## src/rtl/thread_sched_pkg.sv

```systemverilog
// Shared CPU configuration and scheduler types used by the thread scheduler.
// cpu_config fixes the byte-address width; cpu_types holds the per-thread types.
package cpu_config;
  localparam int ADDR_LEN = 32;
endpackage

package cpu_types;
  localparam int DEF_NUM_THREADS = 4;

  typedef logic [$clog2(DEF_NUM_THREADS)-1:0] tid_t;

  typedef enum logic [1:0] {
    ST_OFF   = 2'd0,
    ST_READY = 2'd1,
    ST_BUSY  = 2'd2,
    ST_HALT  = 2'd3
  } thread_state_t;
endpackage

```

## src/rtl/thread_sched_rr_arbiter.sv

```systemverilog
// Combinational round-robin arbiter: searches from last_tid+1, wrapping,
// and grants the first requesting thread.
module rr_arbiter #(
  parameter int NUM_THREADS = 4,
  parameter int TID_W       = $clog2(NUM_THREADS)
) (
  input  logic [NUM_THREADS-1:0] req_i,
  input  logic [TID_W-1:0]       last_tid_i,
  output logic                   gnt_valid_o,
  output logic [TID_W-1:0]       gnt_tid_o
);

  // NOTE: every output is given a default before the search loop, so no
  // path through this block leaves a value unassigned and no latch is inferred.
  always_comb begin
    logic [TID_W-1:0] idx;
    gnt_valid_o = 1'b0;
    gnt_tid_o   = last_tid_i;
    idx         = '0;
    // NUM_THREADS is a power of two, so the TID_W-bit add wraps for free.
    for (int i = 1; i <= NUM_THREADS; i++) begin
      idx = last_tid_i + TID_W'(i);
      if (!gnt_valid_o && req_i[idx]) begin
        gnt_valid_o = 1'b1;
        gnt_tid_o   = idx;
      end
    end
  end

endmodule

```

## src/rtl/thread_sched.sv

```systemverilog
// Round-robin barrel-thread scheduler: one PC and one state machine per
// hardware thread, one issue per cycle to fetch, re-armed by execute commits.
module thread_sched
  import cpu_types::*;
#(
  parameter int              NUM_THREADS = 4,
  parameter int              TID_W       = $clog2(NUM_THREADS),
  parameter int              PC_W        = cpu_config::ADDR_LEN - 2,
  parameter logic [PC_W-1:0] BOOT_PC     = '0
) (
  input  logic                   clk,
  input  logic                   rst,
  input  logic [NUM_THREADS-1:0] thread_en_i,
  input  logic                   fetch_ready_i,
  output logic                   fetch_valid_o,
  output logic [TID_W-1:0]       thread_id_o,
  output logic [PC_W-1:0]        curr_pc_o,
  input  logic                   commit_valid_i,
  input  logic [TID_W-1:0]       commit_tid_i,
  input  logic                   commit_redirect_i,
  input  logic [PC_W-1:0]        commit_pc_i,
  input  logic                   commit_illegal_i,
  output logic [NUM_THREADS-1:0] halted_o
);

  thread_state_t    state_q [NUM_THREADS];
  thread_state_t    state_d [NUM_THREADS];
  logic [PC_W-1:0]  pc_q    [NUM_THREADS];
  logic [PC_W-1:0]  pc_d    [NUM_THREADS];
  logic [TID_W-1:0] last_tid_q, last_tid_d;
  logic             fetch_valid_q, fetch_valid_d;
  logic [TID_W-1:0] thread_id_q, thread_id_d;
  logic [PC_W-1:0]  curr_pc_q, curr_pc_d;

  logic [NUM_THREADS-1:0] req;
  logic                   gnt_valid;
  logic [TID_W-1:0]       gnt_tid;
  logic                   issue;

  always_comb begin
    req = '0;
    for (int t = 0; t < NUM_THREADS; t++) begin
      req[t] = (state_q[t] == ST_READY);
    end
  end

  rr_arbiter #(
    .NUM_THREADS (NUM_THREADS),
    .TID_W       (TID_W)
  ) u_arb (
    .req_i       (req),
    .last_tid_i  (last_tid_q),
    .gnt_valid_o (gnt_valid),
    .gnt_tid_o   (gnt_tid)
  );

  always_comb begin
    issue = fetch_ready_i & gnt_valid;
    for (int t = 0; t < NUM_THREADS; t++) begin
      state_d[t] = state_q[t];
      pc_d[t]    = pc_q[t];
      case (state_q[t])
        ST_OFF: begin
          if (thread_en_i[t]) begin
            state_d[t] = ST_READY;
            pc_d[t]    = BOOT_PC;
          end
        end
        ST_READY: begin
          if (issue && gnt_tid == TID_W'(t)) begin
            state_d[t] = ST_BUSY;
            pc_d[t]    = pc_q[t] + PC_W'(1);
          end else if (!thread_en_i[t]) begin
            state_d[t] = ST_OFF;
          end
        end
        ST_BUSY: begin
          // The PC was already advanced at issue; only a redirect moves it here.
          if (commit_valid_i && commit_tid_i == TID_W'(t)) begin
            if (commit_illegal_i) begin
              state_d[t] = ST_HALT;
            end else begin
              state_d[t] = thread_en_i[t] ? ST_READY : ST_OFF;
              if (commit_redirect_i) pc_d[t] = commit_pc_i;
            end
          end
        end
        ST_HALT: begin
          if (!thread_en_i[t]) state_d[t] = ST_OFF;
        end
        default: state_d[t] = ST_OFF;
      endcase
    end

    fetch_valid_d = issue;
    thread_id_d   = issue ? gnt_tid : thread_id_q;
    curr_pc_d     = issue ? pc_q[gnt_tid] : curr_pc_q;
    last_tid_d    = issue ? gnt_tid : last_tid_q;
  end

  // NOTE: sequential state uses non-blocking assignments so every register
  // samples the pre-edge values computed above, independent of statement order.
  always_ff @(posedge clk) begin
    if (rst) begin
      // NOTE: the PC file is small and software-visible after reset, so it is
      // reset explicitly rather than left uninitialised like a RAM.
      for (int t = 0; t < NUM_THREADS; t++) begin
        state_q[t] <= ST_OFF;
        pc_q[t]    <= '0;
      end
      last_tid_q    <= TID_W'(NUM_THREADS - 1);
      fetch_valid_q <= 1'b0;
      thread_id_q   <= '0;
      curr_pc_q     <= '0;
    end else begin
      state_q       <= state_d;
      pc_q          <= pc_d;
      last_tid_q    <= last_tid_d;
      fetch_valid_q <= fetch_valid_d;
      thread_id_q   <= thread_id_d;
      curr_pc_q     <= curr_pc_d;
    end
  end

  always_comb begin
    halted_o = '0;
    for (int t = 0; t < NUM_THREADS; t++) begin
      halted_o[t] = (state_q[t] == ST_HALT);
    end
  end

  assign fetch_valid_o = fetch_valid_q;
  assign thread_id_o   = thread_id_q;
  assign curr_pc_o     = curr_pc_q;

endmodule

```

## config.mk

```make
export PLATFORM = sky130hd
export DESIGN_NAME = thread_sched
export DESIGN_NICKNAME = d
export VERILOG_FILES = /design/src/rtl/thread_sched_pkg.sv /design/src/rtl/thread_sched_rr_arbiter.sv /design/src/rtl/thread_sched.sv
export SDC_FILE = /design/constraint.sdc
export NUM_CORES = 1
export LEC_CHECK = 0
export BUFFER_PORTS_ARGS = -buffer_cell sky130_fd_sc_hd__buf_4
export CORE_ASPECT_RATIO = 1.75
export CORE_MARGIN = 2
export CORE_UTILIZATION = 24
export CTS_BUF_LIST = sky130_fd_sc_hd__clkbuf_4 sky130_fd_sc_hd__clkbuf_8
export DETAILED_ROUTE_END_ITERATION = 7
export SLEW_MARGIN = 25
export SYNTH_ARGS = -nofsm -noshare
export SYNTH_HDL_FRONTEND = slang
export SYNTH_SLANG_ARGS = --single-unit
```

## constraint.sdc

```tcl
create_clock -name clk -period 2.51 [get_ports clk]
set_input_delay 0.251 -clock clk [delete_from_list [all_inputs] [get_ports clk]]
set_output_delay 0.251 -clock clk [all_outputs]
set_load 0.01 [all_outputs]
```

==> reports/results.ini, run 1 <==
[run_status]
status=finished with violations
failed_checks=DRC

[synthesis]
synth.most_common_cell=nand2_1
async_reset_ff_share_pct=0
synth-seq-cells=163
netlist.top_cell.by_area=dfxtp_1
synth_top_area_share_pct=29.07
synthTopCellsByCount=nand2_1, dfxtp_1, o21ai_0
yosys_warnings=0
synth_area_leaders=dfxtp_1, nand2_1, o21ai_0, a22oi_1, a21oi_1
synth_ff_type=dfxtp_1
syn_nets=1526
yosysSeqAreaShare_pct=29.07
synth_edf_count=0
syn_inst=1460
synthesis.area_mm2=0.01122
synthDistinctLibCells=78
avgSynthCellArea_um2=7.687

[detailed_routing]
wl_um=47070
drt_iter0_markers=1064
vias_per_cell=5.673
dr_total_vias=12429
wl_per_cell_um=21.48
final_antenna_net_count=0
drc=4
first_pass_iters=8

[finish]
area_delta_synth_final_pct=24.74
layout-drive-gt1-share_pct=23.34
final_nets=1660
stdcell_count=2191
postLayoutCoreUtil_pct=30.39

[critical_path]
crit_arrival_ns=2.91
cp-start-kind=register
critPathKind=reg2reg
crit_fanout=6
crit_path_end_kind=register
required_ns=2.93

[clock_tree]
cts.htree.levels=4
cts_sinks=163
clk_pin_slew_ns=0.10
numCtsBuffers=17
clockRootBuffer=clkbuf_8
clockBufferDepth=2
cts_tree=done
insertion_delay_ns=0.52

[floorplanning]
row_count=104
die_h_um=290.1
die_width_um=167.5
die-area_mm2=0.04858
core_mm2=0.04606
initial_core_util_pct=24.36
ios=79

[placed_design]
gp_congestion=0.9910
dp_cells=2142
io_buffer_count=78
dp_hpwl_um=36020

[pwr]
irDropWorstVdd_uv=363.0
p_clk_share_pct=25.6
combPwrFrac_pct=38.6
switching_share_pct=38.24
totalPowerFinal_mw=7.885
power.switching_mw=3.015
p_leak_nw=4.867
p_per_area_mw_per_mm2=563.2
p_seq_share_pct=35.8
p_int_mw=4.870

[grt]
gr-total-overflow=0
antenna_found_initial=1
grt_start_max_net_pins=65
track_usage_pct=18.80
grt_first_pass_wirelength_um=70930
grt_pass1_vias=12301

[sta]
finalSetupViolations=0
hold_slack_ns=0.03550
slew_violations=0
finClkSkew_ns=0.01783
hold_violations=0
slew_headroom_pct=52.61
tns_ns=0
rsz0062_at_grt=true
worst_pin_slew_ns=0.7095
timing.final.crit_share_pct=99.25
fmax_ghz=0.4014
period_needed_ns=2.491

[min_path]
hp-class=in2reg

[run]
maxCapViolCount=0

==> layout make-up <==
class / instances / area [um^2]
flip-flops and latches: 163 / 3277
inverters: 43 / 166.4
clock inverters: 10 / 96.34
diodes: 1 / 2.502
repair buffers: 241 / 1978
fillers: 4934 / 32060
well taps: 583 / 729.5
clock buffers: 22 / 296.5
multi-input cells: 1128 / 7453
==> critical path: stages, from the launching register on <==
cell and delay (ns):
dfxtp_2 0.33, inv_2 0.09, ha_4 0.19, buf_6 0.14
o21bai_1 0.07, mux4_2 0.57, o211ai_4 0.16, a31oi_4 0.18
buf_6 0.19, and3_1 0.15, a311o_1 0.31
==> state kept, by name, indices dropped and copies added (netlist names) <==
name	cells
pc_q	120
state_q	8
last_tid_q	2
curr_pc_o	30
thread_id_o	2
fetch_valid_o	1
==> routing by layer <==
layer	global-route usage (%)	part of all wire, %	vias to the layer above
met4	16.03	9.0	0
met3	3.082	4.7	197
li1	-	-	5705
met2	33.74	51	539
met1	18.74	35	5988
met5	0	0	-
==> power groups by stage <==
stage                     clock [mW]  sequential, mW  combinational, mW
after floorplan                    0            2.87               1.46
after global placement             0            2.87               2.72
after detailed placement           0            2.87               2.74
after CTS                       2.06            2.81               2.79
after global routing            2.15            2.84               3.21
final                           2.02            2.82               3.05
==> logic make-up after synthesis <==
family / synth area share, %
xor gates and xnor gates: 5.619
AOI/OAI and AO/OA: 28.63
muxes: 4.872
buffers and inverters: 6.644
DFF: 29.07
and+or+nand+nor: 22.49
adders and majority gates: 2.676
==> path summary, 6_finish.rpt <==
path / start / endpoint / slack (ns) / cells after the start
hold / removal: thread_en_i[3] / state_q[0]$_SDFFE_PP0P_ / 0.04 / 3
setup reg to reg: state_q[7]$_SDFFE_PP0P_ / pc_q[52]$_SDFFE_PP0P_ / 0.02 / 10
setup / recovery: state_q[7]$_SDFFE_PP0P_ / pc_q[52]$_SDFFE_PP0P_ / 0.02 / 10
hold reg to reg: pc_q[110]$_SDFFE_PP0P_ / curr_pc_o[20]$_SDFFE_PP0P_ / 0.50 / 2
==> stage by stage <==
step,cell area (um^2),setup WS [ns]
finish,14000,0.01885
global placement,13180,-0.1747
floorplan,11220,0.006385
global route,14000,-0.04537
CTS,13640,0.001139
detailed placement,13180,-0.2412
==> layout by cell type (no fill, tap or decap), drive strengths merged, types with 19 or more instances in the layout <==
cell type	instances
o21ai	109
xnor2	41
a22oi	65
mux2	34
nor2	33
ha	24
o31ai	19
clkbuf	24
buf	238
and3	27
a21oi	95
xor2	31
inv	46
nand4	42
o211ai	22
a31oi	39
nand3	92
nor3	35
nand2	207
dfxtp	163
==> timing repair <==
item                                    in CTS  in global routing
buffers inserted                             3                  9
endpoints found under the hold margin        1                  0
endpoints found under the setup margin     126                140
resized for setup                           14                 58
hold buffers                                 1                  0
pin swaps                                    1                 21
cloned                                       0                  3
Power figures use the tool's default switching activity.
==> run 2: changes to the inputs <==
Settings changed: PLACE_DENSITY set to 0.47.
==> run 2 against run 1 <==
Against the previous run: the flow still finishes with violations (DRC); design area grew 2.9%; register-to-register slack gained 0.02 ns; global-route usage grew 0.88 points; routed wire length grew 5.7%; critical path type unchanged; die area is the same; clock skew grew 0.0048 ns; hold slack lost 0.0034 ns; critical endpoint is now pc_q[53]$_SDFFE_PP0P_; clock power grew 4%; largest cell class unchanged; combinational power grew 14%; sequential share of layout area shrank 0.68 points.
==> reports/results.ini, run 2 (synthesis gave the netlist of run 1 again) <==
[run_status]
status=finished with violations
failed_checks=DRC

[critical_path]
crit_arrival_ns=2.89
cp-start-kind=register
critPathKind=reg2reg
crit_chain=inv_2 -> buf_6 -> ha_4 -> o21ba_2 -> mux4_2 -> o211ai_4 -> a31oi_4 -> buf_6 -> and4_1 -> a311o_1
crit_path_end_kind=register
r2r_cells=10
cp_top_family=compound AO/OA/AOI/OAI gates
crit_fanout=6
path_buf_inv=3
cp_num_cells=10
required_ns=2.92
crit_path_max_incr_delay_ns=0.55
slowest_stage=mux4_2
path_common_cell=buf_6
worst-r2r-setup-slack_ns=0.03

[sta]
fmax_ghz=0.4039
tns_ns=0
period_needed_ns=2.476
slew_headroom_pct=64.46
hold_violations=0
finClkSkew_ns=0.02266
slew_violations=0
worst_pin_slew_ns=0.5332
finalSetupViolations=0
timing.final.crit_share_pct=98.64

[clock_tree]
cts_tree=done
clockRootBuffer=clkbuf_8
cts_sinks=163
numCtsBuffers=17
cts.htree.levels=4
clockBufferDepth=2
clk_pin_slew_ns=0.10
insertion_delay_ns=0.53

[floorplanning]
core_mm2=0.04606
initial_core_util_pct=24.36
ios=79
row_count=104
die_h_um=290.1
die_width_um=167.5
die-area_mm2=0.04858

[finish]
stdcell_count=2216
top_register=pc_q
final_nets=1685
area_delta_synth_final_pct=28.41
layout-drive-gt1-share_pct=26.04
mostFrequentLayoutCell=buf_4
largest_register_ff_count=120
postLayoutCoreUtil_pct=31.29
layout_common_cells=buf_4, nand2_1, dfxtp_1

[detailed_routing]
vias_per_cell=5.586
wl_um=49770
drc=5
first_pass_iters=7
wl_per_cell_um=22.46
dr_total_vias=12379
drt_iter0_markers=817
final_antenna_net_count=0

[placed_design]
dp_cells=2160
dp_hpwl_um=37720
io_buffer_count=78
gp_congestion=0.8799

[grt]
grt_start_max_net_pins=65
antenna_found_initial=1
track_usage_pct=19.68
grt_first_pass_wirelength_um=73470
grt_pass1_vias=12173
gr-total-overflow=0

[pwr]
irDropWorstVdd_uv=325.5
p_per_area_mw_per_mm2=583.0
p_leak_nw=5.023

[run]
maxCapViolCount=0

[min_path]
hp-class=in2reg
hold_path_depth=3

==> run 2: routing by layer <==
layer / vias to the layer above / GRT usage, % / wire length (um)
met3: 133 / 3.001 / 2118
met4: 0 / 10.20 / 2642
li1: 5754 / - / -
met2: 463 / 37.98 / 27140
met5: - / 0 / 0
met1: 6029 / 20.15 / 17870
==> run 2: what timing repair did <==
item,4_1_cts,5_1_grt
hold buffers,3,0
endpoints found under the hold margin,3,0
setup endpoints to repair,138,105
pin swaps,6,19
cloned,0,4
setup buffers,6,12
gates resized for setup,34,64
==> run 2: worst paths after layout <==
check,from,endpoint
max,state_q[1]$_SDFFE_PP0P_,pc_q[53]$_SDFFE_PP0P_
min,thread_en_i[2],state_q[2]$_SDFFE_PP0P_
max reg2reg,state_q[1]$_SDFFE_PP0P_,pc_q[53]$_SDFFE_PP0P_
min reg2reg,pc_q[110]$_SDFFE_PP0P_,curr_pc_o[20]$_SDFFE_PP0P_
==> run 2: report_power, final <==
part           switching, mW  internal, mW  leakage [nW]
Clock                   1.19         0.919         0.192
Sequential             0.108          2.71          1.32
Combinational           2.00          1.48          3.51
Total                   3.29          5.11          5.02
==> run 2: layout make-up <==
class / instances / area (um^2)
clock buffer: 18 / 247.7
clock inverter: 14 / 152.6
fill: 4947 / 31650
multi-input combinational: 1129 / 7617
tap: 583 / 729.5
antenna: 1 / 2.502
sequential: 163 / 3276
timing repair buffer: 265 / 2225
inverter: 43 / 161.4
==> run 2: stage by stage <==
step / cell area [um^2] / worst slack, ns / total power [mW] / hold WS [ns]
finish: 14410 / 0.03418 / 8.402 / 0.03207
global route: 14410 / -0.01626 / 8.719 / 0.02279
CTS: 13960 / 0.0006282 / 7.995 / 0.006351
detailed placement: 13330 / -0.3018 / 5.767 / 0.4802
global placement: 13330 / -0.2573 / 5.772 / 0.4681
floorplan: 11220 / 0.006385 / 4.330 / 0.3873
==> run 2: worst reg2reg max path, stage by stage (launching register included) <==
cell and delay [ns]:
dfxtp_2 0.35, inv_2 0.05, buf_6 0.12, ha_4 0.17, o21ba_2 0.21, mux4_2 0.55
o211ai_4 0.18, a31oi_4 0.14, buf_6 0.16, and4_1 0.18, a311o_1 0.26
==> run 3: changes to the inputs <==
Settings changed: MAX_ROUTING_LAYER set to met4, SLEW_MARGIN 25 to unset.
==> run 3 against run 2 <==
Against the previous run: the run ends with DRC, setup timing left; die area unchanged; worst setup slack got worse by 0.068 ns; total power increased by 6.2%; flip-flop and latch count unchanged; fmax decreased by 2.7%; critical path type unchanged; register-to-register slack got worse by 0.07 ns; clock power increased by 21%.
==> reports/results.ini, run 3 (synthesis gave the netlist of run 1 again) <==
[detailed_routing]
drc=5
vias_per_cell=5.577
wl_um=50250
final_antenna_net_count=0
dr_total_vias=12376
wl_per_cell_um=22.65
first_pass_iters=8
drt_iter0_markers=783

[critical_path]
crit_arrival_ns=2.96
slowest_stage=mux4_2
crit_path_max_incr_delay_ns=0.53
crit_path_end_kind=register
path_buf_inv=4
path_common_cell=buf_6
cp_top_family=compound AO/OA/AOI/OAI gates
required_ns=2.92
rr_endpoint=pc_q[53]$_SDFFE_PP0P_
crit_fanout=6
worst_r2r_startpoint=state_q[1]$_SDFFE_PP0P_
cp-start-kind=register
worst-r2r-setup-slack_ns=-0.03
r2r_cells=11
crit_chain=inv_2 -> buf_6 -> ha_4 -> o21ba_4 -> mux4_2 -> buf_6 -> o211ai_4 -> a31oi_4 -> buf_6 -> and4_1 -> a311o_1
critPathKind=reg2reg

[finish]
layout-drive-gt1-share_pct=28.69
fillers=4942
top_register=pc_q
largest_register_ff_count=120
mostFrequentLayoutCell=buf_4
stdcell_area_mm2=0.01483
stdcell_count=2219
area_delta_synth_final_pct=32.12
final_nets=1688
layout_common_cells=buf_4, nand2_1, dfxtp_1
postLayoutCoreUtil_pct=32.19

[floorplanning]
die-area_mm2=0.04858
die_width_um=167.5
die_h_um=290.1
ios=79
core_mm2=0.04606
row_count=104
initial_core_util_pct=24.36

[sta]
rsz0062_at_grt=true
hold_slack_ns=0.03862
finalSetupViolations=4
fmax_ghz=0.3931
period_needed_ns=2.544
finClkSkew_ns=0.01970
tns_ns=-0.07432
timing.final.crit_share_pct=101.4
hold_violations=0
worst_slack_ns=-0.03393
slew_violations=0
worst_pin_slew_ns=0.6410
slew_headroom_pct=56.94

[clock_tree]
clk_pin_slew_ns=0.11
insertion_delay_ns=0.53
clockBufferDepth=2
clockRootBuffer=clkbuf_8
cts_sinks=163
cts_tree=done
cts.htree.levels=4
numCtsBuffers=17

[min_path]
hold_path_depth=2
hp-start=commit_pc_i[29]
hp-class=in2reg
worstHoldEndpoint=pc_q[89]$_SDFFE_PP0P_

[placed_design]
placed_area_mm2=0.01330
gp_congestion=0.8999
dp_hpwl_um=37830
dp_cells=2157
io_buffer_count=78
dpl_worst_slack_ns=-0.2754

[grt]
grt_first_pass_wirelength_um=73510
grt_pass1_vias=12314
use_met3_pct=2.823
track_usage_pct=20.33
gr-total-overflow=0
use_met2_pct=37.76
use_met1_pct=20.54
top_usage_layer=met2
antenna_found_initial=1
grt_start_max_net_pins=65

[pwr]
irDropWorstVdd_uv=306.2
p_leak_nw=5.173
totalPowerFinal_mw=8.923
p_per_area_mw_per_mm2=601.8

[run_status]
failed_checks=DRC, setup timing
status=finished with violations

[run]
maxCapViolCount=0

[run 3: worst max path at each step]
stage	startpoint	endpoint	slack [ns]	cells past startpoint
finish	state_q[1]$_SDFFE_PP0P_	pc_q[53]$_SDFFE_PP0P_	-0.03	11
detailed placement	state_q[1]$_SDFFE_PP0P_	pc_q[103]$_SDFFE_PP0P_	-0.28	9
global placement	state_q[5]$_SDFFE_PP0P_	pc_q[103]$_SDFFE_PP0P_	-0.28	9
CTS	state_q[5]$_SDFFE_PP0P_	pc_q[52]$_SDFFE_PP0P_	-0.0002	10
floorplan	state_q[1]$_SDFFE_PP0P_	pc_q[52]$_SDFFE_PP0P_	0.006	10
global route	state_q[1]$_SDFFE_PP0P_	pc_q[53]$_SDFFE_PP0P_	-0.09	11
[run 3: power by group]
group | switching, mW | internal [mW] | total, mW
logic | 2.04 | 1.53 | 3.57
clock network | 1.16 | 1.38 | 2.55
registers | 0.0994 | 2.71 | 2.81
total | 3.30 | 5.62 | 8.92
[run 3: area by class of cell]
cell class / count / area [um^2] / area share (%)
diodes: 1 / 2.502 / 0.01688
clock buffers: 21 / 282.8 / 1.907
clock inverters: 11 / 221.5 / 1.494
inverters: 43 / 161.4 / 1.089
multi-input cells: 1129 / 7818 / 52.72
flip-flops and latches: 163 / 3273 / 22.07
well taps: 583 / 729.5 / 4.919
repair buffers: 268 / 2340 / 15.78
[run 3: routing by layer]
metal / vias to the layer above / routed length, um
li1: 5774 / -
met1: 6049 / 18330
met2: 404 / 26940
met3: 149 / 1844
met4: 0 / 3133
met5: - / 0
[run 3: timing repair]
| action | CTS | global route |
|---|---|---|
| hold buffers | 2 | 0 |
| buffers inserted | 5 | 16 |
| hold endpoints to repair | 2 | 0 |
| resized for setup | 34 | 131 |
| pin swaps | 5 | 49 |
| gates cloned | 0 | 7 |
| endpoints found under the setup margin | 149 | 128 |
[run 3: worst register-to-register path, cell delays in order (launching register included)]
cell,delay (ns)
dfxtp_2,0.35
inv_2,0.05
buf_6,0.11
ha_4,0.18
o21ba_4,0.21
mux4_2,0.53
buf_6,0.15
o211ai_4,0.13
a31oi_4,0.14
buf_6,0.16
and4_1,0.15
a311o_1,0.26
